### config.mk
export PLATFORM = sky130hd
export DESIGN_NAME = ram_burst_reader
export DESIGN_NICKNAME = d
export VERILOG_FILES = /design/src/rtl/ram_pkg.sv /design/src/rtl/ram_rd_skid_buf.sv /design/src/rtl/ram_burst_reader.sv
export SDC_FILE = /design/constraint.sdc
export NUM_CORES = 1
export LEC_CHECK = 0
export CORE_MARGIN = 1.5
export CORE_UTILIZATION = 50
export DETAILED_ROUTE_END_ITERATION = 8
export PLACE_DENSITY = 0.79
export SLEW_MARGIN = 5
export SYNTH_ARGS = -nofsm -noshare
export SYNTH_HDL_FRONTEND = slang
export SYNTH_SLANG_ARGS = --single-unit
### constraint.sdc
create_clock -name clk -period 4.35 [get_ports clk]
set_input_delay 0.435 -clock clk [delete_from_list [all_inputs] [get_ports clk]]
set_output_delay 0.435 -clock clk [all_outputs]
set_load 0.02 [all_outputs]
### src/rtl/ram_pkg.sv
// Shared types and constants for the RAM burst read path.
package ram_pkg;

   typedef enum logic [1:0] {IDLE, READ, DRAIN, DONE} state_t;

   localparam int OUT_DEPTH = 2;

   function automatic int ram_depth(input int aw);
      return 2 ** aw;
   endfunction

endpackage

### src/rtl/ram_rd_skid_buf.sv
// Two-entry {last, data} FIFO with registered head outputs, absorbing RAM read
// latency and consumer backpressure.
module ram_rd_skid_buf import ram_pkg::*; #(
   parameter int dataWidth = 32
) (
   input  logic                 clk,
   input  logic                 rst_n,
   input  logic                 push,
   input  logic [dataWidth-1:0] push_data,
   input  logic                 push_last,
   input  logic                 pop,
   output logic                 valid,
   output logic [dataWidth-1:0] data,
   output logic                 last,
   output logic [1:0]           count
);

   logic [dataWidth:0] head_reg;
   logic [dataWidth:0] tail_reg;
   logic [1:0]         count_reg;
   logic [dataWidth:0] entry;
   logic               pop_ok;
   logic               push_ok;

   assign entry   = {push_last, push_data};
   assign pop_ok  = pop && (count_reg != 2'd0);
   assign push_ok = push && ((count_reg < 2'(OUT_DEPTH)) || pop_ok);

   always_ff @(posedge clk) begin
      if (!rst_n) begin
         head_reg  <= '0;
         tail_reg  <= '0;
         count_reg <= '0;
      end else begin
         case ({push_ok, pop_ok})
            2'b10: begin
               if (count_reg == 2'd0)
                  head_reg <= entry;
               else
                  tail_reg <= entry;
               count_reg <= count_reg + 2'd1;
            end
            2'b01: begin
               head_reg  <= tail_reg;
               count_reg <= count_reg - 2'd1;
            end
            2'b11: begin
               // Simultaneous push/pop: occupancy unchanged, order preserved.
               if (count_reg == 2'd1) begin
                  head_reg <= entry;
               end else begin
                  head_reg <= tail_reg;
                  tail_reg <= entry;
               end
            end
            default: ;
         endcase
      end
   end

   assign valid        = (count_reg != 2'd0);
   assign {last, data} = head_reg;
   assign count        = count_reg;

endmodule

### src/rtl/ram_burst_reader.sv
// Issues a burst of sequential reads to a synchronous-read RAM and streams the
// returned words out over valid/ready, throttled by output buffer credit.
module ram_burst_reader import ram_pkg::*; #(
   parameter int addressWidth = 5,
   parameter int dataWidth    = 32
) (
   input  logic                    clk,
   input  logic                    rst_n,
   input  logic                    start,
   input  logic [addressWidth-1:0] start_addr,
   input  logic [addressWidth:0]   len,
   output logic                    busy,
   output logic                    done,
   output logic                    ram_en,
   output logic [addressWidth-1:0] ram_address,
   input  logic [dataWidth-1:0]    ram_dout,
   output logic                    m_valid,
   output logic [dataWidth-1:0]    m_data,
   output logic                    m_last,
   input  logic                    m_ready
);

   localparam int DEPTH = ram_depth(addressWidth);
   localparam logic [addressWidth-1:0] LAST_ADDR = addressWidth'(DEPTH - 1);

   state_t                  state_reg;
   logic [addressWidth-1:0] ptr_reg;
   logic [addressWidth:0]   issue_cnt_reg;
   logic [addressWidth:0]   accept_cnt_reg;
   logic                    inflight_reg;
   logic                    inflight_last_reg;
   logic                    busy_reg;
   logic                    done_reg;

   logic                    pop;
   logic                    issue;
   logic [1:0]              occ;
   logic [1:0]              occ_after;
   logic [2:0]              credit;
   logic [addressWidth:0]   issue_next;
   logic [addressWidth:0]   accept_next;
   logic [addressWidth-1:0] ptr_next;

   ram_rd_skid_buf #(.dataWidth(dataWidth)) u_buf (
      .clk       (clk),
      .rst_n     (rst_n),
      .push      (inflight_reg),
      .push_data (ram_dout),
      .push_last (inflight_last_reg),
      .pop       (pop),
      .valid     (m_valid),
      .data      (m_data),
      .last      (m_last),
      .count     (occ)
   );

   // Credit counts words already buffered (after this cycle's pop) plus the
   // read still in flight, so every issued read has a guaranteed slot.
   assign pop         = m_valid && m_ready;
   assign occ_after   = occ - {1'b0, pop};
   assign credit      = {1'b0, occ_after} + {2'b00, inflight_reg};
   assign issue       = (state_reg == READ) && (issue_cnt_reg != '0) &&
                        (credit < 3'(OUT_DEPTH));
   assign issue_next  = issue_cnt_reg - {{addressWidth{1'b0}}, issue};
   assign accept_next = accept_cnt_reg - {{addressWidth{1'b0}}, pop};
   assign ptr_next    = (ptr_reg == LAST_ADDR) ? '0 : ptr_reg + 1'b1;

   assign ram_en      = issue;
   assign ram_address = ptr_reg;
   assign busy        = busy_reg;
   assign done        = done_reg;

   always_ff @(posedge clk) begin
      if (!rst_n) begin
         state_reg         <= IDLE;
         ptr_reg           <= '0;
         issue_cnt_reg     <= '0;
         accept_cnt_reg    <= '0;
         inflight_reg      <= 1'b0;
         inflight_last_reg <= 1'b0;
         busy_reg          <= 1'b0;
         done_reg          <= 1'b0;
      end else begin
         inflight_reg      <= issue;
         inflight_last_reg <= issue && (issue_cnt_reg == {{addressWidth{1'b0}}, 1'b1});
         case (state_reg)
            IDLE: begin
               if (start) begin
                  busy_reg <= 1'b1;
                  if (len != '0) begin
                     state_reg      <= READ;
                     ptr_reg        <= start_addr;
                     issue_cnt_reg  <= len;
                     accept_cnt_reg <= len;
                  end else begin
                     state_reg <= DONE;
                     done_reg  <= 1'b1;
                  end
               end
            end
            READ: begin
               issue_cnt_reg  <= issue_next;
               accept_cnt_reg <= accept_next;
               if (issue)
                  ptr_reg <= ptr_next;
               if (issue_next == '0)
                  state_reg <= DRAIN;
            end
            DRAIN: begin
               accept_cnt_reg <= accept_next;
               if (accept_next == '0) begin
                  state_reg <= DONE;
                  done_reg  <= 1'b1;
               end
            end
            DONE: begin
               state_reg <= IDLE;
               busy_reg  <= 1'b0;
               done_reg  <= 1'b0;
            end
            default: state_reg <= IDLE;
         endcase
      end
   end

endmodule

==> results of run 1 <==
==> layout make-up <==
class | instances | area [sq um]
fill | 709 | 2860
clock inverter | 6 | 53.8
sequential | 91 | 1820
inverter | 16 | 60.1
tap | 105 | 131
clock buffer | 10 | 138
timing repair buffer | 96 | 941
multi-input combinational | 367 | 2170
==> placed cells by master (no fill, tap or decap), types with 3 or more instances in the layout <==
| master | count |
|---|---|
| inv_1 | 14 |
| nor3b_1 | 3 |
| a21oi_1 | 42 |
| nor2_1 | 61 |
| xnor2_1 | 3 |
| xor2_1 | 4 |
| dfxtp_1 | 91 |
| a22oi_1 | 38 |
| nand2b_1 | 4 |
| o21ai_0 | 9 |
| ha_1 | 15 |
| clkbuf_8 | 10 |
| nand2_1 | 89 |
| a211oi_1 | 44 |
| buf_4 | 8 |
| mux2i_1 | 5 |
| nor4_1 | 3 |
| clkdlybuf4s50_1 | 88 |
| o31ai_1 | 3 |
| nor3_1 | 6 |
| inv_6 | 4 |
==> stage by stage <==
stage / setup WS, ns / hold slack [ns]
after CTS: 0.738 / 0.458
after detailed placement: 0.692 / 0.446
final: 0.736 / 0.453
after global routing: 0.428 / 0.472
after floorplan: 0.944 / 0.432
after global placement: 0.821 / 0.441
==> power breakdown <==
part	switching, W	total [W]	internal, W	leakage (nW)
sequential	0.000174	0.00125	0.00108	0.742
clock	0.000319	0.000555	0.000236	0.0962
combinational	0.00101	0.00179	0.000775	1.09
total	0.00150	0.00359	0.00209	1.92
==> worst min path at each step <==
stage,cells past startpoint,startpoint,slack (ns),end
2_1_floorplan,2,inflight_last_reg,0.43,u_buf.tail_reg[32]
3_3_place_gp,2,u_buf.tail_reg[5],0.44,u_buf.tail_reg[5]
3_5_place_dp,2,u_buf.tail_reg[15],0.45,u_buf.tail_reg[15]
4_1_cts,2,inflight_last_reg,0.46,u_buf.tail_reg[32]
5_1_grt,2,u_buf.tail_reg[10],0.47,u_buf.tail_reg[10]
6_report,2,inflight_last_reg,0.45,u_buf.tail_reg[32]
==> critical path: cells and delay by family (launching register included) <==
kind	cells	cell delay (ns)
compound gates	4	0.83
simple gates	6	1.53
buf+inv	1	0.12
flops	1	0.43
fa+ha+maj	3	0.66
==> logic make-up (layout without fill, tap and decap cells) <==
kind of cell             Yosys count  after routing  synth area share (%)
AND/OR/NAND/NOR                  185            185                  18.9
adder cells (fa/ha/maj)           15             15                  4.48
XOR/XNOR                           7              7                  1.46
buffers and inverters             51            128                  4.99
AO/OA/AOI/OAI                    153            153                  24.9
flip-flops                        91             91                  43.5
multiplexers                       7              7                  1.73
==> routing by layer <==
| metal | track usage (%) | wire length [um] |
|---|---|---|
| met4 | 7.71 | 150 |
| met5 | 0 | 0 |
| met2 | 37.4 | 4660 |
| met1 | 29.4 | 4390 |
| met3 | 4.83 | 558 |
==> impl_results.md, run 1 <==
- Pin count of the biggest net entering global routing: 56
- Core area: approximately 8200 sq um
- Critical Path AT: between 3 and 4 ns
- Synthesis-to-layout area growth: 27.0%
- CP Launch Point: u_buf.count[1]
- Root Buffer Master: clkbuf_8
- Via density: between 5 and 6
- Vias: around 3900
- Fin util: about 65%
- Sequential area share after synthesis: between 40% and 50%
- Status: completed
- Leak: between 1.5 and 2 nW
- Post-synth top area cell: dfxtp_1
- Starting density of the core: 51.2%
- Final std cells w/o fill: between 600 and 700
- Max rail drop VDD: about 360 uV
- Initial antenna violation count: 0
- Worst path max stage delay: approximately 0.5 ns
- Share of layout cells above drive strength 1: between 5 and 6%
- Placed cell count: approximately 680
- CTS tree: yes
- Syn Area/Cell: between 8 and 9 sq um
- Crit path max-delay cell type: or3b_2
- Post-DRT Antenna Nets: 0
- Sink Count: 91
- Final Hold Vio Count: 0
- Post-synth top area share: 43.5%
- Post-CTS setup buffers: 0
- Num ports: between 80 and 90
- Setup tns final: 0 ns
- Vias in the first global route: 3496
- Tot Pwr: approximately 0.0036 W
- Placed cell area: just over 5000 sq um
- Yosys warnings: 0
- Max-Cap Viols: 0
- Iteration-0 DRC Markers: 218
- Global placement routability congestion: ~0.85
- CTS Buf Count: 9
- Critical Path End: state_reg[0]
- Synth top cells by count: dfxtp_1, nand2_1, nor2_1, a211oi_1, a21oi_1
- Startpoint types: flop
- Worst min path class: reg2reg
- Critical path class: reg2reg
- Clock transition at the registers of the reported paths: roughly 0.1 ns
- Drt total wl: between 9000 and 10000 um
- Fmax: approximately 0.28 GHz
- ANT cells: 0
- First-pass GRT wire length: 16100 um
- Die Y: between 90 and 100 um
- Clock tree buffer depth: 2
- RSZ-0062 raised after global routing: false
- Fin crit share: 83.1%
- CTS resizes: 0
- R2r setup slk: 0.74 ns
- Synth Flop Type: dfxtp_1
- Most common cell in the netlist: dfxtp_1
- FF-to-FF Start: u_buf.count[1]
- Remaining global-route overflow: 0
- Tmin final: approximately 3.6 ns
- Syn nets: around 570
- Router iterations before antenna repair: 6
- Post-route cell area: approximately 5300 sq um
- Avg WL per Cell: 14.1 um
- CP dominant cell by count: ha_1
- Reg2Reg Depth: 14
- Final max-slew violation count: 0
- Mapped Area: roughly 4200 sq um
- CP Data Required Time: roughly 4.7 ns
- Flops & latches, synth: 91
- NumNets Final: around 640
- Post-synth ARST share: 0%
- Die W: ~95 um
- Post-route DRC: 0
- All-Layer GR Usage: around 23%
- Worst path cell trace: inv_1, ha_1, nand2b_1, nor4_1, o21ai_0, nor2_1, ha_1, ha_1, or3b_2, nand2_1, nand4b_1, o31a_1, o21ai_0, o311a_1
- Input/output buffers: 88
- # rows: 33
- Reg-to-Reg End: state_reg[0]
- Yosys cell types: 47
- Slew headroom: approximately 56%
- H-Tree Depth: 3
- Critical-path maximum fanout: 10
- DIE AREA: about 8900 sq um
- Layout Skew: around 0.013 ns
- Worst Setup End Kind: flop
- Hold buffers post-CTS: 0
- Synth top area cells: dfxtp_1, nand2_1, a211oi_1
- Dpl hpwl: 6620 um
- EDFF count, synth: 0
- Pwr/cell area: between 600 and 700 nW/um^2
- Setup violators final: 0
- Skew-Pair Late Insertion Delay: about 0.35 ns
- Worst-Margin Slew: about 0.66 ns
- Gate Count Post-Synth: 509
Note: power is estimated with default switching activity, not from simulation.
==> run 2: changes to the inputs <==
==> constraint.sdc (replaced) <==
create_clock -name clk -period 3.44 [get_ports clk]
set_input_delay 0.344 -clock clk [delete_from_list [all_inputs] [get_ports clk]]
set_output_delay 0.344 -clock clk [all_outputs]
set_load 0.02 [all_outputs]
==> run 2 against run 1 <==
Net effect:
- power rose by 28%
- cell area rose by 0.82%
- combinational power rose by 31%
- cell count rose by 0.58%
- worst hold slack improved by 0.0040 ns
- die area did not move
- sequential power rose by 26%
- core utilization rose by 0.54 points
- maximum frequency rose by 14%
==> impl_results.md, run 2 (synthesis results as in run 1) <==
- Worst Setup End Kind: flop
- First-pass GRT wire length: 16800 um (+4.1%)
- Core area: 8180 sq um (unchanged)
- Status: completed
- NumNets Final: 648 (+0.78%)
- Iteration-0 DRC Markers: 165 (-24%)
- Worst-Margin Slew: 1.09 ns (+0.426 ns)
- Dpl hpwl: 6850 um (+3.4%)
- # rows: 33 (unchanged)
- Fin crit share: 92.4% (+9.3 points)
- Critical Path AT: 3.46 ns (-0.46 ns)
- Die Y: 94.5 um (unchanged)
- Final max-slew violation count: 0 (unchanged)
- Clock transition at the registers of the reported paths: 0.10 ns (about the same)
- Post-DRT Antenna Nets: 0 (unchanged)
- Critical path class: reg2reg
- Avg WL per Cell: 14.6 um (+3.2%)
- Tmin final: 3.18 ns (-0.435 ns)
- RSZ-0062 raised after global routing: false
- CTS Buf Count: 9 (unchanged)
- ANT cells: 0 (unchanged)
- Vias: 3883 (-0.46%)
- Setup WS post-layout: 0.261 ns (-0.475 ns)
- Commonest non-fill, non-tap cells in the layout: nand2_1, dfxtp_1, clkdlybuf4s50_1, nor2_1, a211oi_1
- Critical-path maximum fanout: 7 (-3)
- Vias in the first global route: 3772 (+7.9%)
- Setup violators final: 0 (unchanged)
- Sink Count: 91 (unchanged)
- Pin count of the biggest net entering global routing: 52 (-7.1%)
- Starting density of the core: 51.2% (unchanged)
- Startpoint types: flop
- Setup tns final: 0 ns (unchanged)
- Num ports: 89 (unchanged)
- Post-route DRC: 0 (unchanged)
- Max rail drop VDD: 376 uV (+3.5%)
- Input/output buffers: 88 (unchanged)
- H-Tree Depth: 3 (unchanged)
- DIE AREA: 8930 sq um (unchanged)
- Place WS: 0.0440 ns (-0.648 ns)
- Initial antenna violation count: 0 (unchanged)
- Synthesis-to-layout area growth: 28.1%
- Leak: 1.95 nW (+1.1%)
- Fmax: 0.315 GHz (+14%)
- Via density: 5.59 (-1.0%)
- CP Data Required Time: 3.72 ns (-0.94 ns)
- Pwr/cell area: 854 nW/um^2 (+27%)
- Clock tree buffer depth: 2 (unchanged)
- Max-Cap Viols: 0 (unchanged)
- All-Layer GR Usage: 23.5% (+0.80 points)
- Slew headroom: 27.2% (-29 points)
- Share of layout cells above drive strength 1: 7.63% (+1.7 points)
- Root Buffer Master: clkbuf_8
- Global placement routability congestion: 0.866 (+1.8%)
- CTS tree: yes
- Drt total wl: 10100 um (+3.8%)
- Remaining global-route overflow: 0 (unchanged)
- Die W: 94.5 um (unchanged)
- Final Hold Vio Count: 0 (unchanged)
- Worst min path class: reg2reg
- Layout Skew: 0.0114 ns (-0.00169 ns)
- Router iterations before antenna repair: 4 (-2)
- Skew-Pair Late Insertion Delay: 0.36 ns (about the same)
-- run 2: worst paths after layout --
kind                           from                end  slack (ns)  cells past startpoint
setup / recovery     u_buf.count[1]       state_reg[1]        0.26                     14
hold / removal    u_buf.tail_reg[7]  u_buf.tail_reg[7]        0.46                      2
setup reg to reg     u_buf.count[1]       state_reg[1]        0.26                     14
hold reg to reg   u_buf.tail_reg[7]  u_buf.tail_reg[7]        0.46                      2
-- run 2: cell type report --
type | instances | area (sq um)
fillers | 684 | 2810
multi-input cells | 367 | 2200
flip-flops and latches | 91 | 1820
repair buffers | 101 | 978
well taps | 105 | 131
clock buffers | 9 | 124
inverters | 16 | 60.1
clock inverters | 6 | 50.0
-- run 2: per-stage QoR --
step / cell area (sq um) / utilization (%) / hold slack, ns / total power, W / std cells
CTS: 5340 / 65.3 / 0.459 / 0.00459 / 695
detailed placement: 5170 / 63.2 / 0.446 / 0.00392 / 680
finish: 5360 / 65.6 / 0.457 / 0.00458 / 695
global placement: 5170 / 63.2 / 0.441 / 0.00384 / 680
global route: 5360 / 65.6 / 0.475 / 0.00494 / 695
floorplan: 4190 / - / 0.432 / 0.00311 / 509
-- run 2: layer usage --
layer | global-route usage, % | wire length [um] | vias to the layer above
li1 | - | - | 1954
met1 | 29.6 | 4510 | 1826
met2 | 39.6 | 5020 | 95
met3 | 4.35 | 507 | 8
met4 | 9.33 | 99 | 0
met5 | 0 | 0 | -
-- run 2: what timing repair did --
item / 4_1_cts / 5_1_grt
hold buffers: 0 / 0
setup endpoints to repair: 0 / 3
setup buffers: 0 / 0
gates resized for setup: 0 / 7
-- run 2: where the power goes --
group | internal (W) | switching (W) | leakage [nW]
combinational | 0.00103 | 0.00131 | 1.12
sequential | 0.00136 | 0.000218 | 0.743
clock | 0.000266 | 0.000394 | 0.0823
-- run 2: critical path, stage by stage (launching register included) --
cell and delay, ns:
dfxtp_2 0.39, inv_1 0.11, ha_2 0.22, nand2b_4 0.18, a211oi_2 0.17, o21ai_0 0.14, nor2_1 0.21, ha_1 0.18
ha_1 0.21, or3b_2 0.49, nand2_1 0.09, nand4b_1 0.08, o31a_1 0.29, o21ai_0 0.16, nor3b_1 0.20
==> run 3: changes to the inputs <==
==> constraint.sdc (replaced) <==
create_clock -name clk -period 3.44 [get_ports clk]
set_input_delay 0.344 -clock clk [delete_from_list [all_inputs] [get_ports clk]]
set_output_delay 0.344 -clock clk [all_outputs]
set_load 0.01 [all_outputs]
==> run 3 against run 2 <==
Net effect:
- worst hold slack is essentially flat
- power shrank 0.84%
- clock skew grew 0.0068 ns
- wire length grew 1.4%
- core utilization grew 0.41 points
- first-iteration DRC count shrank 11%
- clock power grew 13%
- highest routed layer unchanged
==> impl_results.md, run 3 (synthesis results as in run 1) <==
- Die Y: 94.5 um (unchanged)
- Synthesis-to-layout area growth: 28.9%
- RSZ-0062 raised after global routing: false
- Clock power share: 16.4% (+2.0 points)
- Initial antenna violation count: 0 (unchanged)
- FF+latch area: 1820 sq um (unchanged)
- Vias: 3923 (+1.0%)
- Root Buffer Master: clkbuf_8
- Vias in the first global route: 3781 (+0.24%)
- Sw power: 0.00181 W (-6.0%)
- Pin count of the biggest net entering global routing: 52 (unchanged)
- Hold Slack: 0.458 ns (+0.000439 ns)
- Final Hold Vio Count: 0 (unchanged)
- Commonest non-fill, non-tap cells in the layout: nand2_1, dfxtp_1, clkdlybuf4s50_1, nor2_1, a211oi_1
- Sink Count: 91 (unchanged)
- Share of layout cells above drive strength 1: 7.78% (+0.16 points)
- Dpl hpwl: 6870 um (+0.20%)
- Drt total wl: 10300 um (+1.4%)
- Seq pwr share: 35.0% (+0.4 points)
- Fmax: 0.305 GHz (-3.0%)
- NumNets Final: 648 (unchanged)
- Via density: 5.64 (+0.88%)
- Post-route cell area: 5400 sq um (+0.63%)
- Hold buffers post-CTS: 0 (unchanged)
- CTS tree: yes
- Clock tree buffer depth: 2 (unchanged)
- Tmin final: 3.28 ns (+0.0988 ns)
- Worst path cell trace: inv_1, ha_1, nand2b_4, a211oi_2, o21ai_0, nor2_1, ha_1, ha_1, or3b_2, nand2_1, nand4b_1, o31a_1, o21ai_0, o311a_1
- Max rail drop VDD: 385 uV (+2.3%)
- Skew-Pair Late Insertion Delay: 0.36 ns (about the same)
- Post-DRT Antenna Nets: 0 (unchanged)
- Iteration-0 DRC Markers: 147 (-11%)
- Max-Cap Viols: 0 (unchanged)
- Multi-input logic area: 2200 sq um (+0.34%)
- Input/output buffers: 88 (unchanged)
- Setup violators final: 0 (unchanged)
- CTS Buf Count: 9 (unchanged)
- Worst Setup End Kind: flop
- Final max-slew violation count: 0 (unchanged)
- Logic pwr share: 48.6% (-2.4 points)
- Die W: 94.5 um (unchanged)
- Setup WS post-layout: 0.162 ns (-0.0988 ns)
- CP Data Required Time: 3.75 ns (+0.03 ns)
- Fin crit share: 95.3% (+2.9 points)
- Global placement routability congestion: 0.869 (+0.35%)
- Starting density of the core: 51.2% (unchanged)
- Router iterations before antenna repair: 7 (+3)
- Pwr/cell area: 842 nW/um^2 (-1.5%)
- Placed cell area: 5170 sq um (unchanged)
- Place WS: 0.0418 ns (-0.00220 ns)
- Avg WL per Cell: 14.8 um (+1.2%)
- Crit path max-delay cell type: or3b_2
- Worst path top cell family by delay: simple AND/OR/NAND/NOR gates
- Post-route DRC: 0 (unchanged)
- Worst min path class: reg2reg
- Critical path class: reg2reg
- # rows: 33 (unchanged)
- Worst path max stage delay: 0.50 ns (about the same)
- Tot Pwr: 0.00454 W (-0.84%)
- ANT cells: 0 (unchanged)
- All-Layer GR Usage: 23.8% (+0.32 points)
- H-Tree Depth: 3 (unchanged)
- Startpoint types: flop
- Clock transition at the registers of the reported paths: 0.10 ns (about the same)
- Remaining global-route overflow: 0 (unchanged)
- Core area: 8180 sq um (unchanged)
- DIE AREA: 8930 sq um (unchanged)
- Num ports: 89 (unchanged)
- First-pass GRT wire length: 17100 um (+1.9%)
- Int Pwr: 0.00274 W (+2.9%)
- Status: completed
- Critical Path AT: 3.59 ns (+0.13 ns)
- Filler cell count: 700 (+2.3%)
- Buf/Inv on CP: 1 (unchanged)
- Leak: 1.96 nW (+0.75%)
- Slew headroom: 28.1% (+0.94 points)
- Worst-Margin Slew: 1.07 ns (-0.0140 ns)
- Switching share of power: 39.8% (-2.2 points)
- Critical-path maximum fanout: 7 (unchanged)
- Layout Skew: 0.0182 ns (+0.00680 ns)
- Setup tns final: 0 ns (unchanged)
- CP dominant cell by count: ha_1
==> run 3: cell types whose count changed in the layout (fill, tap and decap cells not counted) <==
cell,before,now
ha_1,14,15
bufinv_16,0,1
o21ai_1,0,1
inv_8,0,1
nor3_1,6,4
inv_6,2,1
o21ai_0,9,8
clkbuf_1,0,1
clkinvlp_4,2,3
nor3_2,0,2
clkinv_4,2,0
ha_2,1,0
==> run 3: repair_timing <==
| item | CTS | global route |
|---|---|---|
| hold endpoints to repair | 0 | 0 |
| resized for setup | 0 | 9 |
| setup endpoints to repair | 0 | 3 |
| buffers inserted | 0 | 0 |
==> run 3: worst paths after layout <==
| kind | start | endpoint | slack (ns) | cells after the start |
|---|---|---|---|---|
| min | u_buf.tail_reg[7] | u_buf.tail_reg[7] | 0.46 | 2 |
| max reg2reg | u_buf.count[1] | state_reg[0] | 0.16 | 14 |
| max | u_buf.count[1] | state_reg[0] | 0.16 | 14 |
| min reg2reg | u_buf.tail_reg[7] | u_buf.tail_reg[7] | 0.46 | 2 |
==> run 3: power groups by stage <==
stage                     registers [W]  clock network, W  logic [W]
after floorplan                 0.00164                 0    0.00132
after global placement          0.00159                 0    0.00211
after detailed placement        0.00160                 0    0.00217
after CTS                       0.00158          0.000759    0.00218
after global routing            0.00162          0.000796    0.00247
final                           0.00159          0.000746    0.00221
==> run 3: layer usage <==
| layer | up-vias | part of all wire [%] | track usage, % |
|---|---|---|---|
| met5 | - | 0 | 0 |
| met2 | 103 | 48 | 39.2 |
| met1 | 1851 | 45 | 30.1 |
| li1 | 1955 | - | - |
| met3 | 14 | 4.6 | 4.51 |
| met4 | 0 | 1.9 | 10.8 |
==> run 3: cell type report <==
type | count | share of cell area [%]
multi-input cells | 367 | 40.8
clock buffers | 10 | 2.36
repair buffers | 101 | 18.1
well taps | 105 | 2.43
flip-flops and latches | 91 | 33.8
inverters | 16 | 1.11
clock inverters | 6 | 1.34
==> run 3: metrics by stage <==
step                      cells  utilization [%]
after floorplan             509                -
after global placement      680             63.2
after detailed placement    680             63.2
after CTS                   696             65.6
after global routing        696             66.0
final                       696             66.0
==> run 3: tightest hold or removal path, stage by stage, from the launching register on <==
cell and delay [ns]:
dfxtp_1 0.32, nand2_1 0.05, a21oi_1 0.05
